==> config.mk <==
export PLATFORM = sky130hd
export DESIGN_NAME = tp_mem_access_sched
export DESIGN_NICKNAME = d
export VERILOG_FILES = /design/src/rtl/tp_mem_sched_pkg.sv /design/src/rtl/tp_rd_lat_pipe.sv /design/src/rtl/tp_mem_access_sched.sv
export SDC_FILE = /design/constraint.sdc
export NUM_CORES = 1
export LEC_CHECK = 0
export BUFFER_PORTS_ARGS = -buffer_cell sky130_fd_sc_hd__clkbuf_2
export CORE_AREA = 2 2 108 110
export DETAILED_ROUTE_END_ITERATION = 10
export DIE_AREA = 0 0 110 112
export GPL_ROUTABILITY_DRIVEN = 0
export SYNTH_ARGS = -nofsm -noshare
export SYNTH_HDL_FRONTEND = slang
export SYNTH_SLANG_ARGS = --single-unit
==> constraint.sdc <==
create_clock -name clk -period 13.3 [get_ports clk]
set_input_delay 3.99 -clock clk [delete_from_list [all_inputs] [get_ports clk]]
set_output_delay 3.99 -clock clk [all_outputs]
set_load 0.05 [all_outputs]
==> src/rtl/tp_mem_sched_pkg.sv <==
// Shared types and constants for the two-port memory access scheduler.
package tp_mem_sched_pkg;

    // Scheduler FSM states: zero-fill, normal arbitration, waiting on a
    // CBUS read, and the one-cycle turnaround after every CBUS access.
    typedef enum logic [1:0] {
        S_INIT   = 2'd0,
        S_RUN    = 2'd1,
        S_RDPEND = 2'd2,
        S_GAP    = 2'd3
    } sched_state_e;

    // CBUS read data is always presented at this width, zero-extended.
    localparam int CBUS_DW = 32;

    // Encoding of cbus_cmd.
    localparam logic CMD_WR = 1'b1;
    localparam logic CMD_RD = 1'b0;

endpackage

==> src/rtl/tp_rd_lat_pipe.sv <==
// Valid-only delay line: flags the cycle in which memory read data
// requested LAT cycles earlier is present on the memory read data bus.
module tp_rd_lat_pipe #(
    parameter int LAT = 1
) (
    input  logic clk,
    input  logic rst,
    input  logic valid_i,
    output logic valid_o
);

    logic [LAT-1:0] shift_q;

    // Shift the issue flag along one stage per cycle; reset drops anything in flight.
    always_ff @(posedge clk or posedge rst) begin
        if (rst) begin
            shift_q <= '0;
        end else begin
            shift_q[0] <= valid_i;
            for (int i = 1; i < LAT; i++) begin
                shift_q[i] <= shift_q[i-1];
            end
        end
    end

    assign valid_o = shift_q[LAT-1];

endmodule

==> src/rtl/tp_mem_access_sched.sv <==
// Shares one 1W/1R memory between a PHY requester (priority) and a CBUS
// slave, with a starvation counter that eventually forces a CBUS slot,
// and a zero-fill sequence over the whole array.
module tp_mem_access_sched
    import tp_mem_sched_pkg::*;
#(
    parameter int DW          = 32,
    parameter int AW          = 8,
    parameter int RD_LAT      = 1,
    parameter int STARVE_MAX  = 15,
    parameter bit INIT_ON_RST = 1'b1
) (
    input  logic               clk,
    input  logic               rst,
    input  logic               init_start_i,
    output logic               init_busy_o,
    output logic               init_done_o,
    input  logic               cbus_req_i,
    input  logic               cbus_cmd_i,
    input  logic [AW-1:0]      cbus_addr_i,
    input  logic [DW-1:0]      cbus_wrdata_i,
    output logic               cbus_waccept_o,
    output logic               cbus_rresp_o,
    output logic [CBUS_DW-1:0] cbus_rddata_o,
    input  logic [AW-1:0]      phy_wr_addr_i,
    input  logic [DW-1:0]      phy_wr_data_i,
    input  logic [DW-1:0]      phy_wr_mask_i,
    input  logic               phy_wr_me_en_i,
    input  logic [AW-1:0]      phy_rd_addr_i,
    input  logic               phy_rd_me_en_i,
    output logic               phy_wr_stall_o,
    output logic               phy_rd_stall_o,
    output logic [AW-1:0]      mem_wr_addr_o,
    output logic [DW-1:0]      mem_wr_data_o,
    output logic [DW-1:0]      mem_wr_mask_o,
    output logic               mem_wr_me_en_o,
    output logic [AW-1:0]      mem_rd_addr_o,
    output logic               mem_rd_me_en_o,
    input  logic [DW-1:0]      mem_rd_data_i
);

    localparam logic [7:0]    STARVE_LIM = 8'(STARVE_MAX);
    localparam logic [AW-1:0] LAST_ADDR  = '1;
    localparam sched_state_e  RST_STATE  = INIT_ON_RST ? S_INIT : S_RUN;

    sched_state_e        state_q, state_d;
    logic [AW-1:0]       fillAddr_q, fillAddr_d;
    logic [7:0]          starveCnt_q, starveCnt_d;
    logic                initDone_q, initDone_d;
    logic                initPend_q, initPend_d;
    logic                rresp_q;
    logic [CBUS_DW-1:0]  rddata_q;

    logic                cbusWrReq, cbusRdReq;
    logic                rdGrant, rdValid;
    logic                initBusy, waccept, phyWrStall, phyRdStall;
    logic [AW-1:0]       memWrAddr, memRdAddr;
    logic [DW-1:0]       memWrData, memWrMask;
    logic                memWrEn, memRdEn;

    assign cbusWrReq = cbus_req_i && (cbus_cmd_i == CMD_WR);
    assign cbusRdReq = cbus_req_i && (cbus_cmd_i == CMD_RD);

    tp_rd_lat_pipe #(
        .LAT     (RD_LAT)
    ) u_rd_lat_pipe (
        .clk     (clk),
        .rst     (rst),
        .valid_i (rdGrant),
        .valid_o (rdValid)
    );

    // State, fill pointer, starvation counter and init bookkeeping registers.
    always_ff @(posedge clk or posedge rst) begin
        if (rst) begin
            state_q     <= RST_STATE;
            fillAddr_q  <= '0;
            starveCnt_q <= '0;
            initDone_q  <= 1'b0;
            initPend_q  <= 1'b0;
        end else begin
            state_q     <= state_d;
            fillAddr_q  <= fillAddr_d;
            starveCnt_q <= starveCnt_d;
            initDone_q  <= initDone_d;
            initPend_q  <= initPend_d;
        end
    end

    // Next-state logic plus per-port arbitration; PHY traffic passes through unless CBUS wins.
    always_comb begin
        state_d     = state_q;
        fillAddr_d  = '0;
        starveCnt_d = starveCnt_q;
        initDone_d  = initDone_q;
        initPend_d  = initPend_q;
        memWrAddr   = phy_wr_addr_i;
        memWrData   = phy_wr_data_i;
        memWrMask   = phy_wr_mask_i;
        memWrEn     = phy_wr_me_en_i;
        memRdAddr   = phy_rd_addr_i;
        memRdEn     = phy_rd_me_en_i;
        phyWrStall  = 1'b0;
        phyRdStall  = 1'b0;
        waccept     = 1'b0;
        rdGrant     = 1'b0;
        initBusy    = 1'b0;

        if (!cbus_req_i) begin
            starveCnt_d = '0;
        end

        case (state_q)
            S_INIT: begin
                initBusy   = 1'b1;
                memWrAddr  = fillAddr_q;
                memWrData  = '0;
                memWrMask  = '1;
                memWrEn    = 1'b1;
                phyWrStall = 1'b1;
                fillAddr_d = fillAddr_q + AW'(1);
                if (fillAddr_q == LAST_ADDR) begin
                    state_d    = S_RUN;
                    initDone_d = 1'b1;
                end
            end
            S_RUN: begin
                if (init_start_i) begin
                    state_d    = S_INIT;
                    initDone_d = 1'b0;
                end else if (cbusWrReq) begin
                    if (!phy_wr_me_en_i || (starveCnt_q == STARVE_LIM)) begin
                        memWrAddr   = cbus_addr_i;
                        memWrData   = cbus_wrdata_i;
                        memWrMask   = '1;
                        memWrEn     = 1'b1;
                        phyWrStall  = phy_wr_me_en_i;
                        waccept     = 1'b1;
                        starveCnt_d = '0;
                        state_d     = S_GAP;
                    end else begin
                        starveCnt_d = starveCnt_q + 8'd1;
                    end
                end else if (cbusRdReq) begin
                    if (!phy_rd_me_en_i || (starveCnt_q == STARVE_LIM)) begin
                        memRdAddr   = cbus_addr_i;
                        memRdEn     = 1'b1;
                        phyRdStall  = phy_rd_me_en_i;
                        rdGrant     = 1'b1;
                        starveCnt_d = '0;
                        state_d     = S_RDPEND;
                    end else begin
                        starveCnt_d = starveCnt_q + 8'd1;
                    end
                end
            end
            S_RDPEND: begin
                if (init_start_i) begin
                    initPend_d = 1'b1;
                end
                if (rdValid) begin
                    state_d = S_GAP;
                end
            end
            S_GAP: begin
                if (init_start_i || initPend_q) begin
                    state_d    = S_INIT;
                    initDone_d = 1'b0;
                    initPend_d = 1'b0;
                end else begin
                    state_d = S_RUN;
                end
            end
            default: begin
                state_d = RST_STATE;
            end
        endcase
    end

    // Register the CBUS read response one cycle after the memory data is valid.
    always_ff @(posedge clk or posedge rst) begin
        if (rst) begin
            rresp_q  <= 1'b0;
            rddata_q <= '0;
        end else begin
            rresp_q  <= rdValid;
            rddata_q <= rdValid ? CBUS_DW'(mem_rd_data_i) : '0;
        end
    end

    // Combinational outputs are forced low while reset is asserted.
    assign init_busy_o    = rst ? 1'b0 : initBusy;
    assign cbus_waccept_o = rst ? 1'b0 : waccept;
    assign phy_wr_stall_o = rst ? 1'b0 : phyWrStall;
    assign phy_rd_stall_o = rst ? 1'b0 : phyRdStall;
    assign mem_wr_addr_o  = rst ? '0   : memWrAddr;
    assign mem_wr_data_o  = rst ? '0   : memWrData;
    assign mem_wr_mask_o  = rst ? '0   : memWrMask;
    assign mem_wr_me_en_o = rst ? 1'b0 : memWrEn;
    assign mem_rd_addr_o  = rst ? '0   : memRdAddr;
    assign mem_rd_me_en_o = rst ? 1'b0 : memRdEn;
    assign init_done_o    = initDone_q;
    assign cbus_rresp_o   = rresp_q;
    assign cbus_rddata_o  = rddata_q;

endmodule

### Word level (Yosys, flattened, before mapping)

Index checks and enable logic that the tools add are counted.

* bitwise logic cells: 1
* reductions and logical operators: 13
* equality and inequality tests: 13
* muxes and demuxes: 79
* add/sub/neg operators: 2

Operators with widths (count)
* 32-bit two-way mux: 9
* 8-bit two-way mux: 18
* 32-bit one-hot mux with 2 select lines: 2
* 1-bit two-way mux: 37
* 8-bit by 1-bit adder with 8-bit output, second input constant: 2
* 8-bit one-hot mux with 2 select lines: 1
* 2-bit two-way mux: 7
* 4-bit inequality test, second input constant: 3
* 8-bit by 4-bit == test with 1-bit output, second input constant: 1
* 8-bit == test, second input constant: 1
* 2-bit inequality test, second input constant: 4
* 2-bit one-hot mux with 4 select lines: 1
* 1-bit one-hot mux with 2 select lines: 3
* 5-bit AND reduction: 1
* 2-bit == test, second input constant: 2
* 4-bit AND reduction: 1
* 1-bit logical OR: 3
* 1-bit one-hot mux with 3 select lines: 1
* 3-bit AND reduction: 1
* 3-bit nonzero test: 1
* 2-bit by 1-bit == test with 1-bit output, second input constant: 1
* 1-bit logical AND: 2
* 1-bit zero test: 2
* 2-bit zero test: 1
* 3 further kinds: 3

* logic and storage cells: 116
* flip-flop bits (word level): 54
* input port bits: 159

### Longest topological paths before layout

Gate-level depths: netlist of run 1.

* depth after elaboration: 8
* gate-level depth with buffers: 7
* gate-level depth less buffers: 5

### By module

Synthesis of run 1 repeated with hierarchy kept, for this count alone.

* cell total of the unflattened synthesis: 493
* area total of the unflattened synthesis: 3708.6 µm²

By module, submodules not included
* tp_mem_access_sched: cells an instance 491, seq. area each 1326.3 µm², area an instance 3679.8 µm², instances 1
* tp_rd_lat_pipe: cells an instance 2, seq. area each 25.0 µm², area an instance 28.8 µm², instances 1

### Worst setup path before layout of run 1

No wires, ideal clock.

* path type: in2out
* from: input port rst
* to: output port mem_rd_addr_o[6]
* required time: 9.310 ns
* stages: 5
* buffers on the path: 2
* data arrival time: 7.082 ns
* path slack: 2.228 ns
* path through: clkbuf_1 -> clkinv_1 -> clkbuf_1 -> nand2_1 -> mux2i_1

* longest elaborated chain between the ends: 1

RTL lines
* start: declaration: RTL line tp_mem_access_sched.sv:14 `input logic rst,`
* 8-bit two-way mux: RTL line tp_mem_access_sched.sv:200 `assign mem_rd_addr_o = rst ? '0 : memRdAddr;`
* end: declaration: RTL line tp_mem_access_sched.sv:37 `output logic [AW-1:0] mem_rd_addr_o,`

No other way between the ends.

### Worst setup path in the final report of run 1

* from: input port phy_wr_me_en_i
* to: output port mem_wr_data_o[20]

* longest elaborated chain between the ends: 7

RTL lines
* start: declaration: RTL line tp_mem_access_sched.sv:28 `input logic phy_wr_me_en_i,`
* 1-bit zero test: RTL line tp_mem_access_sched.sv:132 `if (!phy_wr_me_en_i || (starveCnt_q == STARVE_LIM)) begin`
* 1-bit logical OR: RTL line tp_mem_access_sched.sv:132
* 32-bit two-way mux: RTL line tp_mem_access_sched.sv:132
* 32-bit two-way mux: RTL line tp_mem_access_sched.sv:131 `end else if (cbusWrReq) begin`
* 32-bit two-way mux: RTL line tp_mem_access_sched.sv:128 `if (init_start_i) begin`
* 32-bit one-hot mux with 2 select lines: RTL line tp_mem_access_sched.sv:113 `case (state_q)`
* 32-bit two-way mux: RTL line tp_mem_access_sched.sv:197 `assign mem_wr_data_o = rst ? '0 : memWrData;`
* end: declaration: RTL line tp_mem_access_sched.sv:34 `output logic [DW-1:0] mem_wr_data_o,`

No other way between the ends.

==> flow_summary.ini, run 1 <==
[finish]
area_delta_synth_final_pct = 53.7
drive_gt1_frac = 0.495
regArea_mm2 = 0.00135
stdcell_count = 755
multi_input_area_mm2 = 0.00162
fin_util = 0.430
mostFrequentLayoutCells = clkbuf_2, dfrtp_1, nor2_1
layout_commonest_cell = clkbuf_2
nets = 772
fillers = 1144
antenna_cells = 0

[power_and_ir_drop]
power_frac_seq = 0.364
vdd_drop_max_mv = 0.0754
power.leakage_nw = 2.67
swShare = 0.336
p_clk_frac = 0.340
power_switching_w = 0.000168
combPwrFrac = 0.297
power.density_mw_per_mm2 = 104
internal_power_w = 0.000332

[sta]
fin_crit_ns = 10.45
slew_headroom = 0.259
rsz0062_at_grt = false
finalSetupViolations = 0
tightestPinTransition_ns = 1.11
setup_tns_ns = 0
hold-worst-slack_ns = 0.489
drv_slew = 0
min_period_over_period = 0.786
max_freq_mhz = 95.7
fin_skew_ns = 0.00827
report.final.hold_viol_count = 0

[global_routing]
grt_pass1_wl_mm = 17.0
grt_max_degree = 71
grt_remaining_overflow = 0
grt_pass1_vias = 3483
gr-usage-all-layers = 0.177
antenna_found_initial = 0

[floorplan]
die_h_um = 112
pin_count = 279
start_util = 0.280
die_x_um = 110
coreArea_mm2 = 0.0112
die-area_mm2 = 0.0123
fp-row-count = 39

[yosys]
synthTopCellsByArea = dfrtp_1, a22o_1, and2_1
synth.distinct_cells = 39
avgSynthCellArea_um2 = 8.96
synth-edff-count = 0
syn_nets = 510
synth_ff_type = dfrtp_1
ys_seq_area_frac = 0.432
ys_ff_latch = 54
syn-cell-area_mm2 = 0.00313
synthArstFlopShare = 1.00
synth_top_area_cell = dfrtp_1
netlist_instances = 349
yosysWarnings = 0
synth_top_cell_area_share = 0.432

[placed_design]
dp_hpwl_mm = 9.29
io_buffer_count = 278
dp.cells = 747

[clock_network]
path_clk_slew_ns = 0.07
h-tree-depth = 2
cts_setup_buffers = 0
cts_made_buffers = 5
hold_buffers = 0
ctsLongestPathBuffers = 2
cts_root_buf = clkbuf_16
cts_tree = built
insertion_delay_ns = 0.29
cts_resized = 0
cts.sinks = 54

[critical_path]
regToRegSetupSlack_ns = 10.94
critical_path_arrival_ns = 6.46
required_ns = 9.31
critical_path.endpoint_type = output port
r2r-end = u_rd_lat_pipe.valid_o
cp_max_fo = 40
r2r_cells = 3
crit_type = in -> out
cp-start-kind = primary input

[min_path]
hold_depth = 1
hold_class = reg -> reg
hold_end = fillAddr_q[0]
hold_start = fillAddr_q[0]

[routing]
antenna_left = 0
viasPerCell = 4.80
drc_errors = 0
dr.pass1.iters = 5
wl_mm = 11.6
wl_per_cell_um = 15.3
vias = 3623
drtIter0Drc = 182

[outcome]
status = finished clean

[flow_run]
drv_cap = 0
## cells in the mapped netlist (5+ instances only)
master / number
clkbuf_1: 19
nor2_1: 46
inv_1: 7
nand2_1: 24
and2_1: 40
o21ai_0: 11
a221o_2: 5
nand3_1: 6
dfrtp_1: 54
a21oi_1: 46
a22o_1: 34
mux2i_1: 9
## stage by stage
step                      cell area [um2]  setup slack (ns)  power (W)
after global routing                 4800              2.69   0.000523
after detailed placement             4600              2.88   0.000334
final                                4800              2.85   0.000500
after CTS                            4800              2.88   0.000506
after floorplan                      3130              2.23   0.000281
after global placement               4600              2.95   0.000332
## state kept, by name (all words and copies together), names as in the netlist, named ones only
register,flops
cbus_rddata_o,32
fillAddr_q,8
starveCnt_q,8
cbus_rresp_o,1
initPend_q,1
init_done_o,1
state_q,1
u_rd_lat_pipe.valid_o,1
## worst max-delay path by stage
stage,startpoint,end,depth (start not counted)
floorplan,rst,mem_rd_addr_o[6],5
global placement,phy_wr_me_en_i,mem_wr_data_o[20],6
detailed placement,phy_wr_me_en_i,mem_wr_data_o[20],6
CTS,phy_wr_me_en_i,mem_wr_data_o[20],6
global route,phy_wr_me_en_i,mem_wr_data_o[20],6
finish,phy_wr_me_en_i,mem_wr_data_o[20],6
## cells by family after synthesis
| logic type | share of synthesized area |
|---|---|
| muxes | 0.0324 |
| adders and majority gates | 0.00801 |
| AOI/OAI and AO/OA | 0.240 |
| and+or+nand+nor | 0.220 |
| buffers and inverters | 0.0532 |
| DFF | 0.432 |
| xor gates and xnor gates | 0.0140 |
## power by group through the flow
stage,clock (W),sequential [W],combinational [W]
floorplan,0,0.000181,0.000100
detailed placement,0,0.000185,0.000149
CTS,0.000175,0.000182,0.000149
global route,0.000181,0.000183,0.000160
finish,0.000170,0.000182,0.000148
global placement,0,0.000185,0.000148
## routing by layer
metal,GRT usage,part of all wire,vias to the layer above
li1,-,-,1752
met1,0.207,0.38,1698
met2,0.317,0.51,163
met3,0.0375,0.078,10
met4,0.0532,0.023,0
met5,0,0,-
## cell type report
cell class / count / share of cell area
Clock buffer: 6 / 0.0289
Sequential cell: 54 / 0.281
Clock inverter: 2 / 0.0125
Inverter: 8 / 0.00625
Multi-Input combinational cell: 260 / 0.338
Tap cell: 143 / 0.0372
Timing Repair Buffer: 282 / 0.296
## worst max-delay path: stages
cell      delay (ns)
clkbuf_2        0.16
inv_1           0.07
a211o_1         0.63
a21oi_4         0.99
a22o_1          0.28
clkbuf_2        0.30
Note: power is estimated with default switching activity, not from simulation.
==> run 2: changes to the inputs <==
--- a/config.mk
+++ b/config.mk
@@ -10,6 +10,7 @@
 export DETAILED_ROUTE_END_ITERATION = 10
 export DIE_AREA = 0 0 110 112
 export GPL_ROUTABILITY_DRIVEN = 0
+export PLACE_DENSITY = 0.65
 export SYNTH_ARGS = -nofsm -noshare
 export SYNTH_HDL_FRONTEND = slang
 export SYNTH_SLANG_ARGS = --single-unit
==> constraint.sdc (replaced) <==
create_clock -name clk -period 8.8 [get_ports clk]
set_input_delay 2.64 -clock clk [delete_from_list [all_inputs] [get_ports clk]]
set_output_delay 2.64 -clock clk [all_outputs]
set_load 0.05 [all_outputs]
==> flow_summary.ini, run 2 (synthesis gave the netlist of run 1 again) <==
[routing]
drc_errors = 0
vias = 3675
wl_mm = 11.8
viasPerCell = 4.85
drtIter0Drc = 233
wl_per_cell_um = 15.5
dr.pass1.iters = 4
antenna_left = 0

[finish]
stdcell_count = 758
area_delta_synth_final_pct = 52.9
final_area_mm2 = 0.00478
fin_util = 0.428
mostFrequentLayoutCells = clkbuf_2, dfrtp_1, nor2_1
largest_register_ffs = 32
drive_gt1_frac = 0.496
nets = 773
layout_commonest_cell = clkbuf_2
fillers = 1149

[sta]
slew_headroom = 0.268
max_freq_mhz = 129
drv_slew = 0
fin_skew_ns = 0.00583
finalSetupViolations = 0
setup_tns_ns = 0
report.final.hold_viol_count = 0
rsz0062_at_grt = false
min_period_over_period = 0.880
tightestPinTransition_ns = 1.10
fin_crit_ns = 7.74
hold-worst-slack_ns = 0.510

[clock_network]
insertion_delay_ns = 0.29
cts.sinks = 54
cts_tree = built
cts_resized = 0
path_clk_slew_ns = 0.06
cts_root_buf = clkbuf_16
h-tree-depth = 2
ctsLongestPathBuffers = 2
hold_buffers = 0
cts_setup_buffers = 0
cts_made_buffers = 5

[global_routing]
grt_max_degree = 55
grt_pass1_wl_mm = 17.1
grt_remaining_overflow = 0
grt_pass1_vias = 3435
antenna_found_initial = 2
gr-usage-all-layers = 0.178

[critical_path]
r2r_cells = 4
cp_max_fo = 40
critical_path_arrival_ns = 5.10
critical_path.endpoint_type = output port
cp-start-kind = primary input
regToRegSetupSlack_ns = 6.54
crit_type = in -> out
required_ns = 6.16
r2r-end = starveCnt_q[5]

[floorplan]
pin_count = 279
die_x_um = 110
start_util = 0.280
fp-row-count = 39
die-area_mm2 = 0.0123
coreArea_mm2 = 0.0112
die_h_um = 112

[placed_design]
dp_hpwl_mm = 9.53
io_buffer_count = 278
placed_area_mm2 = 0.00461
dp.cells = 748

[min_path]
hold_start = fillAddr_q[0]
hold_end = fillAddr_q[0]
hold_depth = 1
hold_class = reg -> reg

[power_and_ir_drop]
power.leakage_nw = 2.65
power.density_mw_per_mm2 = 148
vdd_drop_max_mv = 0.0838

[outcome]
status = finished clean

[flow_run]
drv_cap = 0
run 2: cell count changes in the layout (fill, tap and decap cells not counted):
cell       change
bufinv_16      -2
diode_2        +2
buf_4          +1
clkbuf_8       +1
clkinv_4       +1
run 2: how the worst max path moves through the flow:
stage | from | endpoint | slack, ns | cells after the start
5_1_grt | phy_wr_me_en_i | mem_wr_data_o[22] | 0.90 | 6
3_3_place_gp | phy_wr_me_en_i | mem_wr_addr_o[3] | 1.23 | 6
2_1_floorplan | rst | mem_rd_addr_o[6] | 0.43 | 5
3_5_place_dp | phy_wr_me_en_i | mem_wr_addr_o[1] | 1.09 | 6
6_report | phy_wr_me_en_i | mem_wr_addr_o[1] | 1.06 | 6
4_1_cts | phy_wr_me_en_i | mem_wr_addr_o[1] | 1.10 | 6
run 2: critical path, stage by stage:
cell and delay [ns]:
clkbuf_2 0.14, inv_1 0.06, a211o_1 0.63, a21oi_4 1.03, a221o_2 0.31, clkbuf_2 0.27
run 2: cell type report:
class / count / area (um2) / area share
clock inverter: 1 / 8.76 / 0.00183
timing repair buffer: 283 / 1430 / 0.299
inverter: 8 / 30.0 / 0.00628
multi-input combinational: 260 / 1620 / 0.340
clock buffer: 7 / 153 / 0.0319
antenna: 2 / 5.00 / 0.00105
tap: 143 / 179 / 0.0374
sequential: 54 / 1350 / 0.283
run 2: power breakdown:
group	internal, W	switching [W]	leakage, nW
Combinational	0.0000710	0.000154	1.84
Sequential	0.000260	0.0000152	0.737
Clock	0.000122	0.0000856	0.0801
run 2: layer usage:
| layer | part of all wire | wire length, um | track usage |
|---|---|---|---|
| met1 | 0.40 | 4750 | 0.228 |
| met2 | 0.50 | 5910 | 0.306 |
| met3 | 0.081 | 951 | 0.0334 |
| met4 | 0.014 | 167 | 0.0430 |
| met5 | 0 | 0 | 0 |
run 2: metrics by stage:
step	total power [W]	setup WS, ns
after floorplan	0.000425	0.428
after global placement	0.000501	1.23
after detailed placement	0.000505	1.09
after CTS	0.000715	1.10
after global routing	0.000744	0.897
final	0.000707	1.06
